$ cat src/rtl/path_sequencer_pkg.sv
// Shared types for the path sequencer and the line follower: turn/heading codes, FSM states,
// and the path-table entry layout.
package path_sequencer_pkg;

  localparam int PATH_DEPTH = 16;
  localparam int NODE_W     = 5;

  typedef enum logic [1:0] {
    TURN_FWD   = 2'd0,
    TURN_RIGHT = 2'd1,
    TURN_LEFT  = 2'd2,
    TURN_UTURN = 2'd3
  } turn_t;

  typedef enum logic [1:0] {
    HEAD_N = 2'd0,
    HEAD_E = 2'd1,
    HEAD_S = 2'd2,
    HEAD_W = 2'd3
  } head_t;

  typedef enum logic [2:0] {
    ST_IDLE    = 3'd0,
    ST_RUN     = 3'd1,
    ST_TURN    = 3'd2,
    ST_HOLDOFF = 3'd3,
    ST_DONE    = 3'd4
  } state_t;

  typedef struct packed {
    logic [NODE_W-1:0] node;
    head_t             head;
  } path_entry_t;

  // Headings are quarter turns clockwise, so the 2-bit wrapped difference is the turn.
  function automatic turn_t turn_for(input head_t h_in, input head_t h_out);
    logic [1:0] d;
    turn_t      t;
    d = h_out - h_in;
    unique case (d)
      2'd0:    t = TURN_FWD;
      2'd1:    t = TURN_RIGHT;
      2'd2:    t = TURN_UTURN;
      default: t = TURN_LEFT;
    endcase
    return t;
  endfunction

endpackage

$ cat src/rtl/path_table.sv
// Path table: DEPTH entries of {node, head}; one write port, two combinational read ports.
// Latency: write visible the cycle after wr_vld; reads are combinational.
// Backpressure: none; every write strobe presented is taken.
module path_table
  import path_sequencer_pkg::*;
#(
  parameter int DEPTH = PATH_DEPTH
) (
  input  logic                     clk_50M,
  input  logic                     wr_vld,
  input  logic [$clog2(DEPTH)-1:0] wr_idx,
  input  path_entry_t              wr_dat,
  input  logic [$clog2(DEPTH)-1:0] rd0_idx,
  output path_entry_t              rd0_dat,
  input  logic [$clog2(DEPTH)-1:0] rd1_idx,
  output path_entry_t              rd1_dat
);

  // Contents deliberately survive reset so a path can be re-run after an abort.
  path_entry_t mem [DEPTH];

  always_ff @(posedge clk_50M) begin
    if (wr_vld) mem[wr_idx] <= wr_dat;
  end

  assign rd0_dat = mem[rd0_idx];
  assign rd1_dat = mem[rd1_idx];

endmodule

$ cat src/rtl/path_sequencer.sv
// Walks a pre-loaded node path: counts node crossings, issues timed turns, masks re-detection.
// Latency: node_sig to turn_active is two cycles (input register + edge register).
// Backpressure: none; node edges outside RUN are dropped, table writes outside IDLE/DONE are dropped.
module path_sequencer
  import path_sequencer_pkg::*;
#(
  parameter int          DEPTH          = PATH_DEPTH,
  parameter int unsigned TURN_CYCLES    = 30_000_000,
  parameter int unsigned HOLDOFF_CYCLES = 312_500_000
) (
  input  logic                     clk_50M,
  input  logic                     rst_n,
  input  logic                     start,
  input  logic                     cfg_wr,
  input  logic [$clog2(DEPTH)-1:0] cfg_idx,
  input  logic [NODE_W-1:0]        cfg_node,
  input  logic [1:0]               cfg_head,
  input  logic [$clog2(DEPTH)-1:0] cfg_len,
  input  logic                     node_sig,
  output logic [1:0]               turn_cmd,
  output logic                     turn_active,
  output logic                     drive_en,
  output logic [$clog2(DEPTH)-1:0] node_idx,
  output logic [NODE_W-1:0]        current_node,
  output logic [NODE_W-1:0]        next_node,
  output logic                     complete
);

  localparam int IW = $clog2(DEPTH);

  state_t        state, state_nxt;
  logic [31:0]   timer;
  logic [IW-1:0] len;
  logic          node_q, node_q_d, node_edge;
  logic          turn_done, hold_done, tbl_wr_vld;
  path_entry_t   cur_ent, nxt_ent, wr_ent;

  assign node_edge  = node_q & ~node_q_d;
  assign turn_done  = (timer == 32'(TURN_CYCLES - 1));
  assign hold_done  = (timer == 32'(HOLDOFF_CYCLES - 1));
  assign tbl_wr_vld = cfg_wr & ((state == ST_IDLE) | (state == ST_DONE));
  assign wr_ent     = '{node: cfg_node, head: head_t'(cfg_head)};

  path_table #(.DEPTH(DEPTH)) u_table (
    .clk_50M (clk_50M),
    .wr_vld  (tbl_wr_vld),
    .wr_idx  (cfg_idx),
    .wr_dat  (wr_ent),
    .rd0_idx (node_idx),
    .rd0_dat (cur_ent),
    .rd1_idx (IW'(node_idx + 1'b1)),
    .rd1_dat (nxt_ent)
  );

  always_ff @(posedge clk_50M or negedge rst_n) begin
    if (!rst_n) state <= ST_IDLE;
    else        state <= state_nxt;
  end

  always_comb begin
    state_nxt = state;
    unique case (state)
      ST_IDLE:    if (!start)    state_nxt = (cfg_len == '0) ? ST_DONE : ST_RUN;
      ST_RUN:     if (node_edge) state_nxt = ST_TURN;
      ST_TURN:    if (turn_done) state_nxt = ST_HOLDOFF;
      ST_HOLDOFF: if (hold_done) state_nxt = (node_idx == len) ? ST_DONE : ST_RUN;
      default:                   state_nxt = ST_DONE;
    endcase
  end

  // The timer runs straight through TURN into HOLDOFF so the hold-off is measured from node entry.
  always_ff @(posedge clk_50M or negedge rst_n) begin
    if (!rst_n) begin
      node_q   <= 1'b0;
      node_q_d <= 1'b0;
      timer    <= '0;
      len      <= '0;
      node_idx <= '0;
      turn_cmd <= TURN_FWD;
    end else begin
      node_q   <= node_sig;
      node_q_d <= node_q;
      if ((state_nxt == ST_TURN || state_nxt == ST_HOLDOFF) && state != ST_RUN)
        timer <= timer + 32'd1;
      else
        timer <= '0;
      if (state == ST_IDLE && !start) begin
        len      <= cfg_len;
        node_idx <= '0;
      end
      if (state == ST_RUN && node_edge) begin
        node_idx <= node_idx + 1'b1;
        turn_cmd <= turn_for(cur_ent.head, nxt_ent.head);
      end
    end
  end

  always_comb begin
    turn_active  = (state == ST_TURN);
    drive_en     = (state == ST_RUN) || (state == ST_TURN) || (state == ST_HOLDOFF);
    complete     = (state == ST_DONE);
    current_node = '0;
    next_node    = '0;
    if (state != ST_IDLE) begin
      current_node = cur_ent.node;
      next_node    = (node_idx == len) ? cur_ent.node : nxt_ent.node;
    end
  end

endmodule
$ cat config.mk
export PLATFORM = sky130hd
export DESIGN_NAME = path_sequencer
export DESIGN_NICKNAME = d
export VERILOG_FILES = /design/src/rtl/path_sequencer_pkg.sv /design/src/rtl/path_table.sv /design/src/rtl/path_sequencer.sv
export SDC_FILE = /design/constraint.sdc
export NUM_CORES = 1
export LEC_CHECK = 0
export BUFFER_PORTS_ARGS = -buffer_cell sky130_fd_sc_hd__clkbuf_2
export CAP_MARGIN = 20
export CORE_MARGIN = 2
export CORE_UTILIZATION = 48
export CTS_CLUSTER_SIZE = 10
export DETAILED_ROUTE_END_ITERATION = 6
export GPL_TIMING_DRIVEN = 0
export PLACE_DENSITY = 0.75
export SLEW_MARGIN = 20
export SYNTH_ARGS = -nofsm -noshare
export SYNTH_HDL_FRONTEND = slang
export SYNTH_SLANG_ARGS = --single-unit
$ cat constraint.sdc
create_clock -name clk_50M -period 8 [get_ports clk_50M]
set_clock_uncertainty 0.15 [all_clocks]
set_input_delay 1.6 -clock clk_50M [delete_from_list [all_inputs] [get_ports clk_50M]]
set_output_delay 1.6 -clock clk_50M [all_outputs]
set_load 0.02 [all_outputs]
# == Word level (Yosys, flattened, before mapping) ==
# Memories as Yosys holds them, arrays and structs flattened.
# Cells that the tools add are included.
# totals
inputBits,20
ram_bits,112
ff_bits,47
memories,1
# memory_table
memory,depth,width,rd,rd_clocked_by_memory_dff,write_ports,line,source
u_table.mem,16,7,2,0,1,path_table.sv:20,path_entry_t mem [DEPTH];
# op_classes
muxes,16
n_bitwise,4
add_sub_neg,3
n_reduce_logical,12
n_eq_ne,12
# ops
operator,n
"adder 32 x 1 -> 32 bit, second input constant",1
"equality test 32 x 25 -> 1 bit, second input constant",1
"equality test 32 x 29 -> 1 bit, second input constant",1
2-to-1 mux 32 bit,1
2-to-1 mux 3 bit,6
2-to-1 mux 5 bit,3
"equality test 3 x 2 -> 1 bit, second input constant",4
one-hot mux 3 bit (4 select lines),1
2-to-1 mux 4 bit,2
one-hot mux 2 bit (3 select lines),1
"adder 4 x 1 -> 4 bit, second input constant",1
equality test 4 bit,1
zero test 4 bit,1
"equality test 3 x 1 -> 1 bit, second input constant",1
"equality test 3 bit, second input constant",1
logical AND 1 bit,3
zero test 3 bit,1
logical OR 1 bit,3
"!= test 3 x 1 -> 1 bit, second input constant",1
nonzero test 3 bit,1
AND 1 bit,2
"equality test 2 x 1 -> 1 bit, second input constant",1
"equality test 2 bit, second input constant",1
zero test 2 bit,1
6 further kinds,7

# == Longest topological paths before layout ==
# Gate-level depths: netlist of run 1.
# depth
word_depth,8
mapped_depth,13
mapped_depth_nobuf,11

# == By module ==
# From an unflattened synthesis of run 1, not the netlist that was laid out.
# unflattened
hier_cells,527
area_unflattened_um2,7910.1
# by_module_without_submodules
module,n_inst,seq_area_each_um2,cells_each,area_per_inst_um2
path_table,1,3363.2,257,5277.6
path_sequencer,1,1176.1,270,2632.5

# == Least setup slack after synthesis of run 1 ==
# Ideal clock, no wire load.
# synth_timing
path_type,flip-flop to output port
startpoint,register node_idx[1]
endpoint,output port next_node[0]
setup_slack_ns,3.944
path_stages_with_launch,8
required_time_ns,6.250
n_path_buf,2
t_arrival_ns,2.306
cell_sequence,dfrtp_1 -> ha_1 -> buf_2 -> buf_2 -> mux4_2 -> mux2i_1 -> a21oi_1 -> o211a_1
# synth_between
elab_chain_len,4
elab_cells_between_ends,5
cone_classes,1 x add/sub; 1 x eq/ne; 2 x mux; 1 x memory
# synth_rtl
element,line,source
"start, declared",path_sequencer.sv:23,"output logic [$clog2(DEPTH)-1:0] node_idx,"
"start signal, assigned",path_sequencer.sv:92,node_idx <= node_idx + 1'b1;
adder 4 x 1 -> 4 bit,path_sequencer.sv:51,".rd1_idx (IW'(node_idx + 1'b1)),"
memory (16 x 7 bit),--,
2-to-1 mux 5 bit *,path_sequencer.sv:106,next_node = (node_idx == len) ? cur_ent.node : nxt_ent.node;
2-to-1 mux 5 bit *,path_sequencer.sv:104,if (state != ST_IDLE) begin
"end, declared",path_sequencer.sv:25,"output logic [NODE_W-1:0] next_node,"
# Every way passes the cells marked *; elsewhere a longest branch is shown, timed or not.

# == Worst setup path in the final report of run 1 ==
# layout_timing
startpoint,register node_idx[1]
endpoint,output port next_node[4]
# The elaborated chain is that of the path after synthesis.

==> results of run 1 <==
path summary, 6_finish.rpt:
check | to | slack [ns]
max | next_node[4] | 3.05
max in group asynchronous | timer[30] | 6.13
min reg2reg | node_q_d | 0.23
max reg2reg | turn_cmd[0] | 4.45
min | node_q_d | 0.23
min in group asynchronous | timer[10] | 1.01
cells in the mapped netlist (4+ instances only):
cell type | instances | area, um^2
a221oi_1 | 12 | 105
o21ai_0 | 7 | 35.0
a21oi_1 | 12 | 60.1
inv_1 | 14 | 52.6
xnor2_1 | 27 | 236
nor2b_1 | 8 | 50.1
dfrtp_1 | 47 | 1180
buf_2 | 12 | 60.1
nand2_1 | 21 | 78.8
buf_4 | 4 | 30.0
ha_1 | 5 | 62.6
buf_1 | 4 | 15.0
o211a_1 | 5 | 50.1
nor2_1 | 55 | 206
nor4_1 | 6 | 37.5
mux4_2 | 46 | 1040
xor2_1 | 7 | 61.3
nor3_1 | 11 | 55.1
a22oi_1 | 6 | 45.0
mux2_2 | 5 | 56.3
nor4_2 | 7 | 87.6
a211oi_1 | 5 | 37.5
mux2i_1 | 31 | 310
edfxtp_1 | 112 | 3360
nand3_1 | 17 | 85.1
nand4_1 | 8 | 50.1
o21ai_1 | 4 | 20.0
clkbuf_1 | 9 | 33.8
metrics by stage:
step / power (mW) / hold slack (ns) / instances
detailed placement: 0.952 / 0.207 / 803
floorplan: 0.926 / 0.197 / 548
CTS: 1.71 / 0.230 / 835
finish: 1.70 / 0.228 / 835
global route: 1.75 / 0.238 / 835
global placement: 0.948 / 0.208 / 802
per-layer routing:
| metal | up-vias | track usage [%] |
|---|---|---|
| li1 | 2247 | - |
| met1 | 2686 | 29.9 |
| met2 | 272 | 36.1 |
| met3 | 31 | 5.50 |
| met4 | 0 | 7.19 |
| met5 | - | 0 |
cell type report:
cell class	instances	area [um^2]	share of cell area, %
plain buffers	30	150	1.69
clock buffers	18	429	4.82
clock inverters	14	125	1.41
inverters	15	56.3	0.633
multi-input cells	344	3110	35.0
flip-flops and latches	159	4540	51.0
well taps	216	270	3.04
repair buffers	39	210	2.36
cell usage in the layout (no fill, tap or decap), types with 6 or more instances in the layout:
cell,n
xnor2_1,27
mux2i_1,31
nand4_1,8
nor2_1,55
xor2_1,7
nor4_1,6
buf_2,12
a221oi_1,12
mux4_2,46
dfrtp_1,47
nor3_1,9
a22oi_1,6
nor4_2,7
nand3_1,17
o21ai_0,7
edfxtp_1,112
clkbuf_16,17
a21oi_1,12
nand2_1,21
clkbuf_1,10
nor2b_1,8
inv_1,14
clkbuf_2,38
power breakdown:
| group | internal (mW) | switching [mW] |
|---|---|---|
| clock network | 0.409 | 0.358 |
| registers | 0.892 | 0.00380 |
| logic | 0.0125 | 0.0272 |
registers in the layout (all words and copies together) (netlist names):
signal and cells:
len 4, node_idx 4, node_q 1, node_q_d 1
state 3, timer 32, turn_cmd 2, u_table.mem 112
worst max-delay path, delay by kind of cell, from the launching register on:
family                     cells  cell delay (ns)
DFF                            1             0.45
buffers and inverters          3             0.89
AOI/OAI and AO/OA              2             0.36
muxes                          2             0.74
adders and majority gates      1             0.33
kinds of logic (layout without fill, tap and decap cells):
kind of cell | Yosys count | count (layout) | share of synthesized area, %
adder cells (fa/ha/maj) | 5 | 5 | 0.797
buffers and inverters | 45 | 116 | 2.63
flip-flops | 159 | 159 | 57.8
multiplexers | 82 | 82 | 17.9
AO/OA/AOI/OAI | 59 | 59 | 5.24
AND/OR/NAND/NOR | 161 | 161 | 11.2
XOR/XNOR | 37 | 37 | 4.42
==> flow_metrics.tcl, run 1 <==
set metrics [dict create \
    status "finished, final reports clean" \
    crit_chain "ha_1, buf_2, buf_2, mux4_2, mux2i_1, a21oi_1, o211a_1, clkbuf_2" \
    layout_setup_ws_ns 3.05 \
    fmax_mhz 202 \
    place_ws_ns 3.53 \
    dr.pass1.iters 5 \
    fill_cells 1265 \
    grt_pass1_wl_um 29400 \
    worstRegToRegCells 11 \
    design.core.area_um2 15900 \
    crit_path_end_kind "primary output" \
    drv_slew 0 \
    min_path_type "flop to flop" \
    routed.top_layer "met4" \
    die_h_um 132 \
    cp_max_fo 10 \
    synth_edf_count 112 \
    grt_use_total_pct 22.3 \
    port_buffers 38 \
    rsz0062_at_grt "no" \
    cts_tree "done" \
    design.die.area_um2 17400 \
    postCtsSetupBuffers 0 \
    syn_avg_cell_area_um2 14.3 \
    diodes 0 \
    clock_latency_ns 0.43 \
    totalWireLength_um 18600 \
    cp-startpoint "node_idx[1]" \
    fin_util_pct 55.8 \
    cellPowerDensity_nw_per_um2 191 \
    vias 5236 \
    setup-tns-final_ns 0 \
    synth_seq_area_share_pct 57.8 \
    hold_viol 0 \
    cts_sinks 159 \
    timing.final.crit_period_ns 4.95 \
    critical_path_arrival_ns 3.20 \
    met1_length_um 7580 \
    clk_path_buf_depth 2 \
    drt_iter0_drc 733 \
    postCtsHoldBufs 0 \
    start_kind "flop" \
    setup_viol 0 \
    grt_antenna_before_repair 0 \
    cpMostUsedCell "buf_2" \
    wl_met3_um 1510 \
    vias_per_cell 6.27 \
    worst_pin_slew_ns 1.09 \
    synth.cell_area_um2 7850 \
    hold_depth 0 \
    fin_crit_sh_pct 61.9 \
    slew_headroom_pct 26.6 \
    critical_path.max_stage_delay_ns 0.57 \
    drc 0 \
    path_class "flop to primary output" \
    synth_seq_cells 159 \
    peakVddDrop_uv 165 \
    die_x_um 132 \
    synthArstFlopShare_pct 29.6 \
    drive_above_1_share_pct 25.2 \
    cts_resized 0 \
    crit_required_ns 6.25 \
    ys_types 53 \
    rows 46 \
    gp_congestion 0.930 \
    yosys_warnings 0 \
    hold_start "node_q" \
    globalRouteOverflowTotal 0 \
    nets 631 \
    grt_pass1_vias 5268 \
    yosys_most_used_dff "edfxtp_1" \
    path_clk_slew_ns 0.06 \
    syn_nets 573 \
    grt_start_max_net_pins 27 \
    timing.max_cap.violations 0 \
    wl_per_cell_um 22.3 \
    ant_nets 0 \
    ios 39 \
    cts_root_buf "clkbuf_16" \
    r2r-start "node_idx[1]" \
    cts_buffers 17 \
    area_growth_syn_to_layout_pct 13.3 \
    dp.final_hpwl_um 13000 \
    stdcell_area_um2 8890 \
    wl_met2_um 9210 \
    slowest_stage "mux4_2" \
    syn_inst 548 \
    cts_max_level 4 \
    initial_core_util_pct 49.2 \
    placed_area_um2 8330 \
    p_leak_nw 3.25 \
]
Power figures use the tool's default switching activity.
==> inputs of run 2 (changes only) <==
PLACE_DENSITY = 0.77   (was 0.75)
clock period = 4.3 ns   (was 8 ns; I/O delays follow)
==> run 2 against run 1 <==
Clock-buffer cell count is 2 higher. Via count decreased by 0.74%. Setup slack worse by 2.8 ns. Critical path type unchanged. Critical endpoint unchanged. Largest power group unchanged.
==> flow_metrics.tcl, run 2 (synthesis results as in run 1) <==
set metrics [dict create \
    totalWireLength_um 18600 \
    path_class "flop to primary output" \
    cts_tree "done" \
    cts_root_buf "clkbuf_16" \
    fin_util_pct 55.8 \
    min_path_type "flop to flop" \
    timing.final.crit_period_ns 4.05 \
    start_kind "flop" \
    placed_area_um2 8310 \
    top_regs "u_table.mem: 112 flops, timer: 32 flops" \
    path_clk_slew_ns 0.06 \
    hold_viol 0 \
    dr.pass1.iters 5 \
    crit_required_ns 3.29 \
    critical-path-top-delay-family "buffers and inverters" \
    critical_path.max_stage_delay_ns 0.55 \
    design.core.area_um2 15900 \
    final_common_cell "edfxtp_1" \
    fmax_mhz 247 \
    stdcell_area_um2 8890 \
    rows 46 \
    drc 0 \
    diodes 0 \
    grt_antenna_before_repair 0 \
    ios 39 \
    grt_pass1_wl_um 29100 \
    design.die.area_um2 17400 \
    final_cell_mix "edfxtp_1, nor2_1, dfrtp_1" \
    ant_nets 0 \
    cellPowerDensity_nw_per_um2 359 \
    vias_per_cell 6.23 \
    area_growth_syn_to_layout_pct 13.2 \
    dp.final_hpwl_um 13000 \
    cpMostUsedCell "clkbuf_4" \
    drive_above_1_share_pct 24.8 \
    p_total_mw 3.19 \
    p_leak_nw 3.23 \
    vias 5197 \
    setup_viol 0 \
    grt_start_max_net_pins 48 \
    grt_use_total_pct 22.0 \
    largest_reg_flops 112 \
    rsz0062_at_grt "no" \
    wl_per_cell_um 22.2 \
    die_x_um 132 \
    port_buffers 38 \
    critical_path_arrival_ns 3.04 \
    setup-tns-final_ns 0 \
    cts_sinks 159 \
    postCtsHoldBufs 0 \
    slowest_stage "mux4_2" \
    nets 630 \
    fin_crit_sh_pct 94.1 \
    globalRouteOverflowTotal 0 \
    cts_max_level 4 \
    grt_pass1_vias 5208 \
    largest-register "u_table.mem" \
    crit_path_end_kind "primary output" \
    slew_headroom_pct 26.6 \
    die_h_um 132 \
    initial_core_util_pct 49.2 \
    path_buf_inv 3 \
    clock_latency_ns 0.43 \
    crit_chain "ha_1, clkbuf_4, clkbuf_4, mux4_2, mux2i_1, a21oi_1, o211a_1, clkbuf_2" \
    clk_path_buf_depth 2 \
    timing.max_cap.violations 0 \
    cp_max_fo 10 \
    gp_congestion 0.910 \
    peakVddDrop_uv 280 \
    worst_pin_slew_ns 1.09 \
    drt_iter0_drc 593 \
    drv_slew 0 \
    status "finished, final reports clean" \
    cts_buffers 17 \
]
-- run 2: cell types whose count changed in the layout (fill, tap and decap cells not counted), sizes merged --
| cell | delta |
|---|---|
| buf | -2 |
| bufinv | +1 |
| clkbuf | +3 |
| clkinv | -2 |
| clkinvlp | +1 |
| inv | -2 |
-- run 2: power breakdown --
part	internal, mW	switching (mW)
combinational	0.0217	0.0500
sequential	1.66	0.00696
clock	0.812	0.637
total	2.49	0.694
-- run 2: final timing paths --
kind                              from           end  slack [ns]  cells after the start
max in group asynchronous        rst_n     timer[31]        3.32                      1
min reg2reg                     node_q      node_q_d        0.24                      0
min                             node_q      node_q_d        0.24                      0
min in group asynchronous        rst_n        len[2]        0.29                      1
max reg2reg                node_idx[1]   turn_cmd[0]        0.76                     10
max                        node_idx[1]  next_node[4]        0.25                      8
-- run 2: per-stage QoR --
| step | setup slack [ns] | std cells | hold slack (ns) |
|---|---|---|---|
| after global routing | 0.112 | 834 | 0.254 |
| after CTS | 0.0936 | 834 | 0.248 |
| final | 0.254 | 834 | 0.240 |
| after global placement | 0.580 | 802 | 0.209 |
| after floorplan | 0.984 | 548 | 0.197 |
| after detailed placement | 0.558 | 802 | 0.228 |
-- run 2: layout make-up --
cell class / instances / area (um^2)
multi-input cells: 344 / 3110
fillers: 1245 / 7050
flip-flops and latches: 159 / 4540
inverters: 15 / 56.3
repair buffers: 38 / 193
well taps: 216 / 270
clock buffers: 20 / 437
plain buffers: 30 / 155
clock inverters: 12 / 125
-- run 2: timing repair --
action	4_1_cts	5_1_grt
setup endpoints to repair	0	3
hold endpoints to repair	0	0
buffers inserted	0	0
gates resized for setup	0	2
-- run 2: metal layers --
metal,global-route usage (%),wire length [um],vias to the layer above
met5,0,0,-
met4,7.07,341,0
met3,5.81,1620,32
met2,35.3,9080,277
met1,29.6,7520,2642
li1,-,-,2246
==> inputs of run 3 (changes only) <==
CORE_UTILIZATION = 56   (was 48)
PLACE_DENSITY = 0.87   (was 0.77)
==> run 3 against run 2 <==
Routed wire length is 4.7% higher. Clock power is 8% higher. Worst hold slack worse by 0.0045 ns. Critical path type unchanged. Largest cell class unchanged. Highest routed layer unchanged.
==> flow_metrics.tcl, run 3 (synthesis results as in run 1) <==
set metrics [dict create \
    vias 5410 \
    timing.max_cap.violations 0 \
    grt_pass1_wl_um 30300 \
    dr.pass1.iters 5 \
    design.core.area_um2 13800 \
    area_growth_syn_to_layout_pct 13.3 \
    power_frac_clock_pct 47.3 \
    final_cell_mix "edfxtp_1, nor2_1, dfrtp_1" \
    final_common_cell "edfxtp_1" \
    drive_above_1_share_pct 25.0 \
    place_ws_ns 0.560 \
    p_leak_nw 3.26 \
    ios 39 \
    slowest_stage "mux4_2" \
    crit_required_ns 3.29 \
    port_buffers 38 \
    path_buf_inv 3 \
    drv_slew 0 \
    setup_viol 0 \
    min_path_type "flop to flop" \
    cts_tree "done" \
    ant_nets 0 \
    clock_latency_ns 0.42 \
    worst_pin_slew_ns 0.977 \
    nets 630 \
    critical_path_arrival_ns 3.12 \
    clk_path_buf_depth 2 \
    dp_cells 766 \
    totalWireLength_um 19400 \
    path_class "flop to primary output" \
    start_kind "flop" \
    setup-tns-final_ns 0 \
    fin_util_pct 64.6 \
    timing.final.crit_period_ns 4.13 \
    stdcell_count 797 \
    peakVddDrop_uv 301 \
    slew_headroom_pct 34.6 \
    cellPowerDensity_nw_per_um2 371 \
    crit_path_end_kind "primary output" \
    largest_reg_flops 112 \
    gp_congestion 0.907 \
    critical_path.max_stage_delay_ns 0.56 \
    grt_pass1_vias 5474 \
    status "finished, final reports clean" \
    postCtsHoldBufs 0 \
    dp.final_hpwl_um 13300 \
    hold_viol 0 \
    grt_use_total_pct 27.9 \
    diodes 0 \
    rsz0062_at_grt "no" \
    cts_buffers 17 \
    swShare_pct 19.8 \
    critical-path-top-delay-family "buffers and inverters" \
    die_h_um 122 \
    crit_chain "ha_1, buf_2, clkbuf_4, mux4_2, mux2i_1, a21oi_1, o211a_1, clkbuf_2" \
    vias_per_cell 6.79 \
    wl_per_cell_um 24.4 \
    fmax_mhz 242 \
    fill_cells 930 \
    rows 43 \
    fin_crit_sh_pct 96.0 \
    largest-register "u_table.mem" \
    cts_root_buf "clkbuf_16" \
    layout_setup_ws_ns 0.174 \
    die_x_um 122 \
    grt_start_max_net_pins 48 \
    internal_power_mw 2.65 \
    globalRouteOverflowTotal 0 \
    design.die.area_um2 15000 \
    drt_iter0_drc 662 \
    cts_max_level 4 \
    cp_max_fo 10 \
    top_regs "u_table.mem: 112 flops, timer: 32 flops" \
    drc 0 \
    power.switching_uw 654 \
    path_clk_slew_ns 0.06 \
    grt_antenna_before_repair 0 \
    initial_core_util_pct 57.0 \
    p_seq_share_pct 50.5 \
    cts_sinks 159 \
    pwr-share-comb_pct 2.2 \
]
[run 3: changes by cell type in the layout (fill, tap and decap cells not counted), sizes merged]
cell	delta
buf	+1
clkbuf	-1
bufinv	+3
inv	-5
clkinv	+2
clkinvlp	-1
[run 3: power groups by stage]
stage	combinational (mW)	clock (mW)	sequential (mW)
5_1_grt	0.0797	1.63	1.67
2_1_floorplan	0.0267	0	1.70
4_1_cts	0.0723	1.56	1.67
3_3_place_gp	0.0655	0	1.70
3_5_place_dp	0.0717	0	1.70
6_report	0.0731	1.56	1.67
[run 3: worst paths after layout]
path	startpoint	cells past startpoint	end	slack, ns
setup / recovery	node_idx[1]	8	next_node[0]	0.17
hold reg to reg	node_q	0	node_q_d	0.24
min in group asynchronous	rst_n	1	len[0]	0.28
max in group asynchronous	rst_n	1	timer[29]	3.31
setup reg to reg	node_idx[1]	11	turn_cmd[1]	0.78
hold / removal	node_q	0	node_q_d	0.24
[run 3: metal layers]
metal | up-vias | GRT usage [%] | part of all wire (%)
met4 | 0 | 11.7 | 3.2
li1 | 2245 | - | -
met5 | - | 0 | 0
met2 | 383 | 44.2 | 49
met1 | 2724 | 35.9 | 38
met3 | 58 | 8.60 | 10
[run 3: final cells by class]
type / count / area (um^2) / area share (%)
Clock inverter: 11 / 165 / 1.86
Multi-Input combinational cell: 344 / 3120 / 35.1
Tap cell: 180 / 225 / 2.53
Sequential cell: 159 / 4540 / 51.0
Inverter: 15 / 56.3 / 0.633
Timing Repair Buffer: 38 / 193 / 2.17
Clock buffer: 20 / 437 / 4.91
Buffer: 30 / 153 / 1.72
[run 3: through the flow]
step                area [um^2]  hold slack, ns  total power [mW]
finish                     8890           0.236              3.30
global route               8890           0.240              3.38
CTS                        8890           0.241              3.30
detailed placement         8290           0.217              1.77
global placement           8270           0.209              1.76
floorplan                  7850           0.197              1.72
[run 3: repair_timing]
item | 4_1_cts | 5_1_grt
setup endpoints to repair | 0 | 3
setup buffers | 0 | 0
resized for setup | 0 | 1
